## config.mk

```make
export PLATFORM = sky130hd
export DESIGN_NAME = year_bcd_sequencer
export DESIGN_NICKNAME = d
export VERILOG_FILES = /design/src/rtl/year_bcd_sequencer.sv
export SDC_FILE = /design/constraint.sdc
export NUM_CORES = 1
export LEC_CHECK = 0
export CORE_ASPECT_RATIO = 1.4
export CORE_MARGIN = 8
export CORE_UTILIZATION = 40
export CTS_CLUSTER_DIAMETER = 200
export DETAILED_ROUTE_END_ITERATION = 6
export PLACE_DENSITY = 0.67
export SLEW_MARGIN = 5
export SYNTH_ARGS = -nofsm -noshare
export SYNTH_HDL_FRONTEND = slang
export SYNTH_SLANG_ARGS = --single-unit
```

## constraint.sdc

```tcl
create_clock -name clk -period 3.15 [get_ports clk]
set_input_delay 0.315 -clock clk [delete_from_list [all_inputs] [get_ports clk]]
set_output_delay 0.315 -clock clk [all_outputs]
set_load 0.1 [all_outputs]
```

## src/rtl/year_bcd_sequencer.sv

```systemverilog
// Binary-year to four-digit BCD converter using repeated subtraction of 1000/100/10
// through one shared comparator/subtractor; digit outputs change only when a conversion completes.
module year_bcd_sequencer #(
    parameter int YEAR_W = 11
) (
    input  logic              clk,
    input  logic              rst,
    input  logic              start,
    input  logic [YEAR_W-1:0] year_in,
    output logic              busy,
    output logic              done,
    output logic [3:0]        thous,
    output logic [3:0]        hundr,
    output logic [3:0]        tens,
    output logic [3:0]        units
);

    // Comparator is at least 10 bits wide so the weight 1000 fits for narrow years.
    localparam int CMP_W = (YEAR_W > 10) ? YEAR_W : 10;

    typedef enum logic [2:0] {
        IDLE,
        THOU,
        HUND,
        TENS,
        DONE
    } state_t;

    state_t            state, state_n;
    logic [YEAR_W-1:0] rem, rem_n;
    logic [3:0]        cnt, cnt_n;
    logic [3:0]        thous_r, thous_r_n;
    logic [3:0]        hundr_r, hundr_r_n;
    logic              busy_n, done_n;
    logic [3:0]        thous_n, hundr_n, tens_n, units_n;

    logic [CMP_W-1:0]  weight;
    logic [CMP_W-1:0]  rem_ext;
    logic [CMP_W-1:0]  diff;
    logic              ge;

    always_comb begin
        unique case (state)
            THOU:    weight = CMP_W'(1000);
            HUND:    weight = CMP_W'(100);
            default: weight = CMP_W'(10);
        endcase
        rem_ext = CMP_W'(rem);
        ge      = (rem_ext >= weight);
        diff    = rem_ext - weight;
    end

    // NOTE: every signal assigned here gets its hold value first, so no path through the case infers a latch.
    always_comb begin
        state_n   = state;
        rem_n     = rem;
        cnt_n     = cnt;
        thous_r_n = thous_r;
        hundr_r_n = hundr_r;
        busy_n    = busy;
        done_n    = done;
        thous_n   = thous;
        hundr_n   = hundr;
        tens_n    = tens;
        units_n   = units;

        unique case (state)
            IDLE: begin
                if (start) begin
                    rem_n   = year_in;
                    cnt_n   = 4'd0;
                    busy_n  = 1'b1;
                    state_n = THOU;
                end
            end
            THOU, HUND, TENS: begin
                if (ge) begin
                    rem_n = diff[YEAR_W-1:0];
                    cnt_n = cnt + 4'd1;
                end else begin
                    cnt_n = 4'd0;
                    unique case (state)
                        THOU: begin
                            thous_r_n = cnt;
                            state_n   = HUND;
                        end
                        HUND: begin
                            hundr_r_n = cnt;
                            state_n   = TENS;
                        end
                        default: begin
                            // All four digits move to the outputs together.
                            thous_n = thous_r;
                            hundr_n = hundr_r;
                            tens_n  = cnt;
                            units_n = rem[3:0];
                            done_n  = 1'b1;
                            state_n = DONE;
                        end
                    endcase
                end
            end
            DONE: begin
                done_n  = 1'b0;
                busy_n  = 1'b0;
                state_n = IDLE;
            end
            default: state_n = IDLE;
        endcase
    end

    // NOTE: state registers use non-blocking assignments so every register sees pre-edge values.
    always_ff @(posedge clk or posedge rst) begin
        if (rst) begin
            state   <= IDLE;
            rem     <= '0;
            cnt     <= 4'd0;
            thous_r <= 4'd0;
            hundr_r <= 4'd0;
            busy    <= 1'b0;
            done    <= 1'b0;
            thous   <= 4'd0;
            hundr   <= 4'd0;
            tens    <= 4'd0;
            units   <= 4'd0;
        end else begin
            state   <= state_n;
            rem     <= rem_n;
            cnt     <= cnt_n;
            thous_r <= thous_r_n;
            hundr_r <= hundr_r_n;
            busy    <= busy_n;
            done    <= done_n;
            thous   <= thous_n;
            hundr   <= hundr_n;
            tens    <= tens_n;
            units   <= units_n;
        end
    end

endmodule
```

* Word level (Yosys, flattened, before mapping)
Cells that the tools add are included. Widths: inputs -> output; s select.
Cells by class: add/subtract/negate cells 2, order comparisons 1, equal/unequal tests 8, multiplexer cells 16, bitwise operators 2, reductions and logical operators 14
Operators by type and width (number):
- $mux 11 | 2
- $pmux 11 s2 | 1
- $pmux 10 s2 | 1
- $reduce_and 3->1 | 5
- $pmux 3 s2 | 2
- $ge 11x11->1 | 1
- $sub 11x11->11 | 1
- $mux 4 | 2
- $ne 2x2->1 const B | 4
- $pmux 4 s2 | 1
- $eq 3x2->1 const B | 2
- $mux 3 | 2
- $reduce_and 2->1 | 3
- $reduce_bool 2->1 | 3
- $add 4x1->4 const B | 1
- $pmux 1 s2 | 2
- $eq 3x1->1 const B | 1
- $eq 3x3->1 const B | 1
- $logic_not 3->1 | 1
- $mux 1 | 3
- $reduce_or 3->1 | 1
- $not 1->1 | 2
- $reduce_or 2->1 | 1
Word-level totals: flip-flop bits (word level) 44, input bits 14, output and inout port bits 18, logic and storage cells 54

* Logic depth before layout (Yosys ltp)
Gate-level depths: netlist of run 1.
word-level depth 5, mapped depth 14, gate-level depth less buffers 12

* Worst setup path before layout of run 1
Ideal clock, no wire load.
path type reg-to-reg, start register state[2], end register hundr[0], setup time 0.126 ns, arrival time 3.310 ns, required time 3.024 ns, slack -0.287 ns, cell stages (with the launch flop) 15, path buffers 3, period minus slack after synthesis 3.437 ns, cell sequence dfrtp_1 > clkbuf_1 > or3_1 > inv_1 > nor2_1 > ha_1 > fa_1 > and2b_4 > nor3_4 > o41ai_4 > nor4_2 > and4b_1 > buf_6 > buf_8 > mux2_4
Between the ends: cells in the longest elaborated chain, start to end 5, elaborated cells between the ends (all ways) 10, classes of those cells 1 x order compare; 3 x eq/ne; 1 x mux; 2 x bitwise; 3 x reduce/logical
RTL lines:
- start: declaration | RTL line 29 | state_t state, state_n;
- start signal: assignment | RTL line 127 | state <= state_n;
- $eq 3x2->1 or $eq 3x1->1 (tied branches) | RTL line 43, 67, 82
- $pmux 10 s2 | RTL line 43 | unique case (state)
- $ge 11x11->1 | RTL line 49 | ge = (rem_ext >= weight);
- $not 1->1 (no line)
- $reduce_and 3->1 (no line) *
- end signal: assignment | RTL line 135 | hundr <= hundr_n;
- end: declaration | RTL line 13 | output logic [3:0] hundr,
Every way passes the cells marked *; elsewhere a longest branch is shown, timed or not. A chain may end at the register's enable or synchronous reset.

* Final worst setup path of run 1
start register state[1], end register state[0]
Between the ends: cells in the longest elaborated chain, start to end 5, elaborated cells between the ends (all ways) 13, classes of those cells 1 x order compare; 5 x eq/ne; 4 x mux; 3 x reduce/logical
RTL lines (RTL line):
- $eq 3x2->1 or $eq 3x1->1 (tied branches) | 43, 67, 82
- $pmux 10 s2 | 43
- $ge 11x11->1 | 49
- $ne 2x2->1 (no line)
- $reduce_and 2->1 (no line)
Several ways; a longest one is shown, not always the timed one. The select of a mux whose other input is x is not followed.

==> results of run 1 <==
==> layer usage <==
| metal | routed length (um) | track usage (%) |
|---|---|---|
| met1 | 2150 | 14.1 |
| met2 | 2600 | 20.9 |
| met3 | 150 | 2.70 |
| met4 | 98 | 6.27 |
| met5 | 0 | 0 |
==> registers in the layout, summed over array words and instances (netlist names), 3 cells and up <==
name,flops
units,4
thous,4
cnt,4
thous_r,4
rem,11
tens,4
hundr,4
state,3
hundr_r,4
==> critical path, delay by kind of cell (launching register included) <==
family | cells | cell delay (ns)
simple gates | 5 | 1.08
compound gates | 2 | 0.31
mux | 1 | 0.32
flops | 1 | 0.36
buf+inv | 3 | 0.34
fa+ha+maj | 2 | 0.50
==> what timing repair did <==
item                                    in CTS  in global routing
setup buffers                                0                  1
endpoints found under the setup margin       0                 15
resized for setup                            0                  2
==> cells in the final DEF (no fill, tap or decap), types with 2 or more instances in the layout <==
cell type        netlist  routed
ha_4                   0       2
dfrtp_1               44      44
a211oi_1               3       3
ha_1                   9       7
xor2_1                 2       2
or2_2                  2       2
nand2_1               18      18
a21oi_1               14      12
nor3_1                 4       4
clkbuf_8               0       5
o211ai_1               2       2
a21o_1                 3       3
nand3_1                4       4
nor2_1                11      10
inv_1                  9       7
xnor2_1                2       2
o31ai_1                2       2
mux2i_1                2       2
buf_4                  0      12
mux2_2                18      18
o21ai_1                5       5
a21oi_2                0       2
o21ai_0                7       7
clkdlybuf4s50_1        0      31
mux2_4                 8       8
==> final cells by class <==
type	instances	area, um^2
Sequential cell	44	1100
Clock buffer	6	72.6
Inverter	10	40.0
Tap cell	70	87.6
Fill cell	525	2790
Multi-Input combinational cell	145	1190
Clock inverter	2	35.0
Timing Repair Buffer	44	420
==> stage by stage <==
step / area [um^2] / instances
detailed placement: 2830 / 312
global placement: 2830 / 312
global route: 2950 / 321
finish: 2950 / 321
CTS: 2940 / 320
floorplan: 2390 / 207
==> path summary, 6_finish.rpt <==
path,cells after the start,end,slack (ns)
min,2,tens[1],0.39
min in group clk,1,done,0.50
max reg2reg,13,state[0],0.13
max in group asynchronous,3,cnt[1],2.02
min reg2reg,1,done,0.50
max,13,state[0],0.13
==> cells by family (layout without fill, tap and decap cells) <==
group                    after synthesis  in the layout
AND/OR/NAND/NOR                       56             56
AO/OA/AOI/OAI                         46             46
flip-flops                            44             44
multiplexers                          29             29
buffers and inverters                 18             62
adder cells (fa/ha/maj)               10             10
XOR/XNOR                               4              4
==> impl_metrics.env, run 1 <==
export IMPL_hold_slack_ns=0.393
export IMPL_final_util_pct=51.4
export IMPL_period_share_pct=95.9
export IMPL_cp_arrival_ns=3.20
export IMPL_synth_edf_count=0
export IMPL_crit_chain="inv_1 -> or3_4 -> inv_4 -> nor2_4 -> ha_4 -> fa_2 -> and2b_4 -> nor3_4 -> o41ai_4 -> buf_4 -> o21ai_4 -> or2_4 -> mux2_1"
export IMPL_grt_antenna_before_repair=0
export IMPL_holdCritPathClass="in2async"
export IMPL_syn_to_final_growth_pct=26.2
export IMPL_core_area_um2=5740
export IMPL_synthArstFlopShare_pct=100
export IMPL_pre_cts_slack_ns=0.0630
export IMPL_required_ns=3.33
export IMPL_insertedDiodeCount=0
export IMPL_ys_seq_area_share_pct=47.1
export IMPL_tns_ns=0
export IMPL_via_count=1685
export IMPL_yosys_mux_area_fraction_pct=15.1
export IMPL_max_clock_freq_mhz=331
export IMPL_worstReg2RegStart="state[1]"
export IMPL_drt_iter0_markers=76
export IMPL_cts_sinks=44
export IMPL_clk_pin_slew_ns=0.08
export IMPL_period_minus_slack_ns=3.02
export IMPL_outcome="finished, final reports clean"
export IMPL_dr_pass1_iters=4
export IMPL_crit_path_start="state[1]"
export IMPL_hold_viol_final=0
export IMPL_synth_area_leaders="dfrtp_1 47%, mux2_2 8.7%, mux2_4 5.1%, ha_1 4.8%, a21oi_1 3.0%"
export IMPL_grt_overflow=0
export IMPL_io_pins=32
export IMPL_yosysMostFrequentCell="dfrtp_1"
export IMPL_rows=33
export IMPL_syn_area_per_cell_um2=11.3
export IMPL_cp_slowest_stage_delay_ns=0.42
export IMPL_hold_buffers=0
export IMPL_synth_largest_area_cell="dfrtp_1"
export IMPL_grt_max_degree=24
export IMPL_hpwl_um=3800
export IMPL_place_port_buffers=31
export IMPL_die_w_um=80.6
export IMPL_clockRootBuffer="clkbuf_8"
export IMPL_slowest_stage="or3_4"
export IMPL_viasPerCell=5.25
export IMPL_initial_core_util_pct=40.7
export IMPL_crit_path_end_kind="flip-flop"
export IMPL_cts_tree="yes"
export IMPL_grt_pass1_wl_um=8370
export IMPL_synth_common_cells="44 x dfrtp_1, 18 x mux2_2, 18 x nand2_1"
export IMPL_critPathMaxFanout=5
export IMPL_fin_nets=274
export IMPL_worstMarginPinSlew_ns=0.975
export IMPL_clockBufferDepth=2
export IMPL_drive_gt1_share_pct=26.3
export IMPL_path_class="reg2reg"
export IMPL_relSlewSlack_pct=34.8
export IMPL_drtAntennaViolNets=0
export IMPL_synth_cell_types=54
export IMPL_synth_nets=231
export IMPL_slew_viol_final=0
export IMPL_die_area_um2=8580
export IMPL_ys_ff_latch=44
export IMPL_start_kind="flip-flop"
export IMPL_clk_insertion_delay_late_ns=0.30
export IMPL_ys_warn_count=0
export IMPL_maxCapViolCount=0
export IMPL_yosys_area_share_simple_pct=12.8
export IMPL_fin_skew_ns=0.00396
export IMPL_synth_top_family_by_area="multiplexers"
export IMPL_place_gp_congestion=0.877
export IMPL_drt_total_wl_um=4990
export IMPL_setup_viol=0
export IMPL_synth_top_area_share_pct=47.1
export IMPL_synth_xor_area_share_pct=1.50
export IMPL_grt_pass1_vias=1769
export IMPL_rsz0062_at_grt="no"
export IMPL_synthFlopType="dfrtp_1"
export IMPL_wire_per_inst_um=15.6
export IMPL_synthAdderAreaFrac_pct=5.67
export IMPL_drc=0
export IMPL_fp_dieH_um=106
export IMPL_cts_buffers=5
export IMPL_syn_area_um2=2340
export IMPL_setup_ws_ns=0.128
export IMPL_track_usage_pct=12.4
export IMPL_htreeDepth=2
export IMPL_synth_compound_area_share_pct=13.8
export IMPL_synth_cells=207
Power of run 1 is not shown: default switching activity piles up to over one toggle a cycle in this logic, so the estimate is an artifact.
==> run 2: changes to the inputs <==
CORE_ASPECT_RATIO = unset   (was 1.4)
==> impl_metrics.env, run 2 (synthesis gave the netlist of run 1 again) <==
export IMPL_outcome="finished, final reports clean"
export IMPL_required_ns=3.33
export IMPL_tns_ns=0
export IMPL_wire_per_inst_um=14.7
export IMPL_place_gp_congestion=0.830
export IMPL_worstMarginPinSlew_ns=1.03
export IMPL_viasPerCell=5.09
export IMPL_die_area_um2=8550
export IMPL_critPathMaxFanout=5
export IMPL_htreeDepth=2
export IMPL_period_share_pct=96.3
export IMPL_syn_to_final_growth_pct=26.6
export IMPL_clockRootBuffer="clkbuf_8"
export IMPL_track_usage_pct=11.8
export IMPL_insertedDiodeCount=0
export IMPL_hold_viol_final=0
export IMPL_rsz0062_at_grt="no"
export IMPL_setup_viol=0
export IMPL_cts_buffers=5
export IMPL_grt_pass1_wl_um=8170
export IMPL_crit_path_end_kind="flip-flop"
export IMPL_final_common_cell="dfrtp_1"
export IMPL_path_class="reg2reg"
export IMPL_dr_pass1_iters=4
export IMPL_cp_arrival_ns=3.22
export IMPL_fin_skew_ns=0.00692
export IMPL_cts_sinks=44
export IMPL_grt_pass1_vias=1730
export IMPL_period_minus_slack_ns=3.03
export IMPL_initial_core_util_pct=40.4
export IMPL_core_area_um2=5780
export IMPL_die_w_um=92.4
export IMPL_cts_tree="yes"
export IMPL_start_kind="flip-flop"
export IMPL_maxCapViolCount=0
export IMPL_fp_dieH_um=92.4
export IMPL_hpwl_um=3500
export IMPL_drtAntennaViolNets=0
export IMPL_clk_insertion_delay_late_ns=0.29
export IMPL_relSlewSlack_pct=30.8
export IMPL_drt_iter0_markers=70
export IMPL_place_port_buffers=31
export IMPL_layout_common_cells="43 x dfrtp_1, 31 x clkdlybuf4s50_1, 18 x nand2_1, 18 x mux2_2, 12 x a21oi_1"
export IMPL_largest_register_ffs=11
export IMPL_rows=28
export IMPL_grt_max_degree=32
export IMPL_holdCritPathClass="in2async"
export IMPL_hold_buffers=0
export IMPL_fillers=509
export IMPL_regMostFlops="rem"
export IMPL_fin_nets=273
export IMPL_slew_viol_final=0
export IMPL_io_pins=32
export IMPL_via_count=1655
export IMPL_grt_antenna_before_repair=0
export IMPL_drt_total_wl_um=4760
export IMPL_clk_pin_slew_ns=0.09
export IMPL_grt_overflow=0
export IMPL_max_clock_freq_mhz=330
export IMPL_drive_gt1_share_pct=26.8
export IMPL_drc=0
export IMPL_clockBufferDepth=2
-- run 2: changes by cell type in the layout (fill, tap and decap cells not counted), sizes merged --
cell      before  now
buf           13   12
clkbuf         6    5
clkinv         2    1
clkinvlp       0    1
inv            9   10
-- run 2: metrics by stage --
stage / cells / area (um^2) / hold WS (ns) / worst slack [ns] / utilization, %
finish: 325 / 2960 / 0.446 / 0.116 / 51.2
global route: 325 / 2960 / 0.499 / 0.00227 / 51.2
CTS: 322 / 2930 / 0.480 / 0.0248 / 50.7
detailed placement: 314 / 2810 / 0.467 / 0.0226 / 48.7
global placement: 314 / 2810 / 0.462 / 0.0969 / 48.7
floorplan: 207 / 2390 / 0.456 / 0.00299 / -
-- run 2: final timing paths --
kind | from | endpoint | depth (start not counted) | slack (ns)
max | state[1] | state[0] | 13 | 0.12
min | rst | done | 2 | 0.45
max reg2reg | state[1] | state[0] | 13 | 0.12
min reg2reg | done | done | 1 | 0.48
max in group asynchronous | rst | state[1] | 3 | 2.01
min in group clk | done | done | 1 | 0.48
-- run 2: critical path: stages (launching register included) --
cell     delay [ns]
dfrtp_2        0.41
inv_1          0.06
or3_4          0.42
inv_4          0.09
nor2_4         0.06
ha_4           0.16
fa_2           0.32
and2b_4        0.27
nor3_4         0.05
o41ai_4        0.25
buf_4          0.19
o21ai_4        0.06
or2_4          0.27
mux2_1         0.31
-- run 2: layout make-up --
type	instances	area, um^2	share of cell area [%]
tap	75	93.8	3.17
clock buffer	5	68.8	2.33
inverter	10	40.0	1.35
sequential	44	1100	37.3
clock inverter	3	46.3	1.57
multi-input combinational	145	1190	40.4
timing repair buffer	43	413	14.0
-- run 2: timing repair --
| item | in CTS | in global routing |
|---|---|---|
| pin swaps | 0 | 1 |
| setup endpoints to repair | 1 | 30 |
| setup buffers | 0 | 3 |
| resized for setup | 1 | 2 |
-- run 2: layer usage --
layer	track usage [%]	vias up	share of wire (%)
met5	0	-	0
met4	5.77	0	2.1
met3	3.40	6	5.1
met2	17.7	32	45
met1	15.1	790	47
li1	-	827	-
Power of run 2 is left out for the same reason.
==> run 3: changes to the inputs <==
CORE_MARGIN = 2   (was 8)
==> impl_metrics.env, run 3 (synthesis gave the netlist of run 1 again) <==
export IMPL_r2r_setup_slack_ns=0.05
export IMPL_hpwl_um=3430
export IMPL_relSlewSlack_pct=35.1
export IMPL_fp_dieH_um=80.4
export IMPL_drt_iter0_markers=87
export IMPL_start_kind="flip-flop"
export IMPL_worst_r2r_endpoint="state[0]"
export IMPL_viasPerCell=5.19
export IMPL_period_share_pct=98.4
export IMPL_grt_max_degree=34
export IMPL_insertedDiodeCount=0
export IMPL_fin_skew_ns=0.0116
export IMPL_initial_core_util_pct=41.9
export IMPL_postPlaceCellArea_um2=2830
export IMPL_io_pins=32
export IMPL_place_gp_congestion=0.832
export IMPL_rows=27
export IMPL_grt_util_met3_pct=3.37
export IMPL_setup_ws_ns=0.0502
export IMPL_critPathTopFamily="simple AND/OR/NAND/NOR gates"
export IMPL_largest_register_ffs=11
export IMPL_clockBufferDepth=2
export IMPL_setup_worst_path_end="state[0]"
export IMPL_design_area_um2=3000
export IMPL_maxCapViolCount=0
export IMPL_drc=0
export IMPL_final_common_cell="dfrtp_1"
export IMPL_crit_chain="or3_4 -> inv_4 -> nor2_4 -> ha_4 -> fa_2 -> and2b_4 -> nor3_4 -> o41ai_4 -> buf_4 -> o21ai_4 -> or2_4 -> mux2_4"
export IMPL_clockRootBuffer="clkbuf_8"
export IMPL_required_ns=3.34
export IMPL_grt_pass1_wl_um=7980
export IMPL_hold_slack_ns=0.254
export IMPL_grt_overflow=0
export IMPL_pre_cts_slack_ns=0.0497
export IMPL_cp_num_buf_inv=2
export IMPL_track_usage_pct=16.0
export IMPL_drive_gt1_share_pct=29.8
export IMPL_regMostFlops="rem"
export IMPL_place_port_buffers=31
export IMPL_die_w_um=80.4
export IMPL_clk_pin_slew_ns=0.09
export IMPL_htreeDepth=2
export IMPL_cts_sinks=44
export IMPL_crit_path_end_kind="flip-flop"
export IMPL_grt_antenna_before_repair=0
export IMPL_drtAntennaViolNets=0
export IMPL_die_area_um2=6470
export IMPL_cp_slowest_stage_delay_ns=0.41
export IMPL_fin_nets=278
export IMPL_top_usage_layer="met2"
export IMPL_syn_to_final_growth_pct=28.5
export IMPL_hold_viol_final=0
export IMPL_cp_arrival_ns=3.29
export IMPL_rsz0062_at_grt="yes"
export IMPL_wire_per_inst_um=14.7
export IMPL_max_clock_freq_mhz=323
export IMPL_dr_pass1_iters=4
export IMPL_crit_path_start="state[0]"
export IMPL_outcome="finished, final reports clean"
export IMPL_hold_buffers=0
export IMPL_layout_common_cells="42 x dfrtp_1, 31 x clkdlybuf4s50_1, 18 x nand2_1"
export IMPL_grt_pass1_vias=1628
export IMPL_worstMarginPinSlew_ns=0.970
export IMPL_clk_insertion_delay_late_ns=0.30
export IMPL_period_minus_slack_ns=3.10
export IMPL_worst_path_stages=12
export IMPL_slowest_stage="dfrtp_1"
export IMPL_setup_viol=0
export IMPL_critPathMaxFanout=4
export IMPL_cts_tree="yes"
export IMPL_holdCritPathClass="in2async"
export IMPL_drt_total_wl_um=4810
export IMPL_slew_viol_final=0
export IMPL_cts_buffers=5
export IMPL_gr_usage_met1_pct=22.4
export IMPL_path_class="reg2reg"
export IMPL_ff2ff_path_depth=12
export IMPL_met2_usage_pct=24.6
export IMPL_worstReg2RegStart="state[0]"
export IMPL_via_count=1697
export IMPL_core_area_um2=5570
[run 3: changes by cell type in the layout (fill, tap and decap cells not counted), sizes merged]
cell / before / now
buf: 12 / 17
[run 3: what timing repair did]
| item | CTS | global route |
|---|---|---|
| gates resized for setup | 0 | 10 |
| setup buffers | 0 | 7 |
| setup endpoints to repair | 0 | 28 |
[run 3: per-stage QoR]
| stage | setup TNS, ns | utilization, % | std cells |
|---|---|---|---|
| finish | 0 | 53.9 | 327 |
| global route | -0.241 | 53.9 | 327 |
| CTS | 0 | 52.7 | 321 |
| detailed placement | 0 | 50.7 | 313 |
| global placement | 0 | 50.7 | 313 |
| floorplan | 0 | - | 207 |
[run 3: how the worst min path moves through the flow]
stage,cells past startpoint,start,end
3_5_place_dp,1,done,done
4_1_cts,2,rst,rem[2]
6_report,2,rst,rem[2]
3_3_place_gp,1,done,done
5_1_grt,2,rst,rem[1]
2_1_floorplan,2,rem[7],rem[7]
[run 3: final cells by class]
cell class                 instances  area, um^2
clock buffer                       5        68.8
clock inverter                     3        46.3
fill                             499        2570
inverter                          10        40.0
multi-input combinational        145        1200
sequential                        44        1100
tap                               72        90.1
timing repair buffer              48         450
[run 3: metal layers]
layer,wire [um],vias to the layer above
met5,0,-
met4,63,0
met3,151,6
met2,2220,30
met1,2380,821
li1,-,840
Power of run 3 is left out for the same reason.
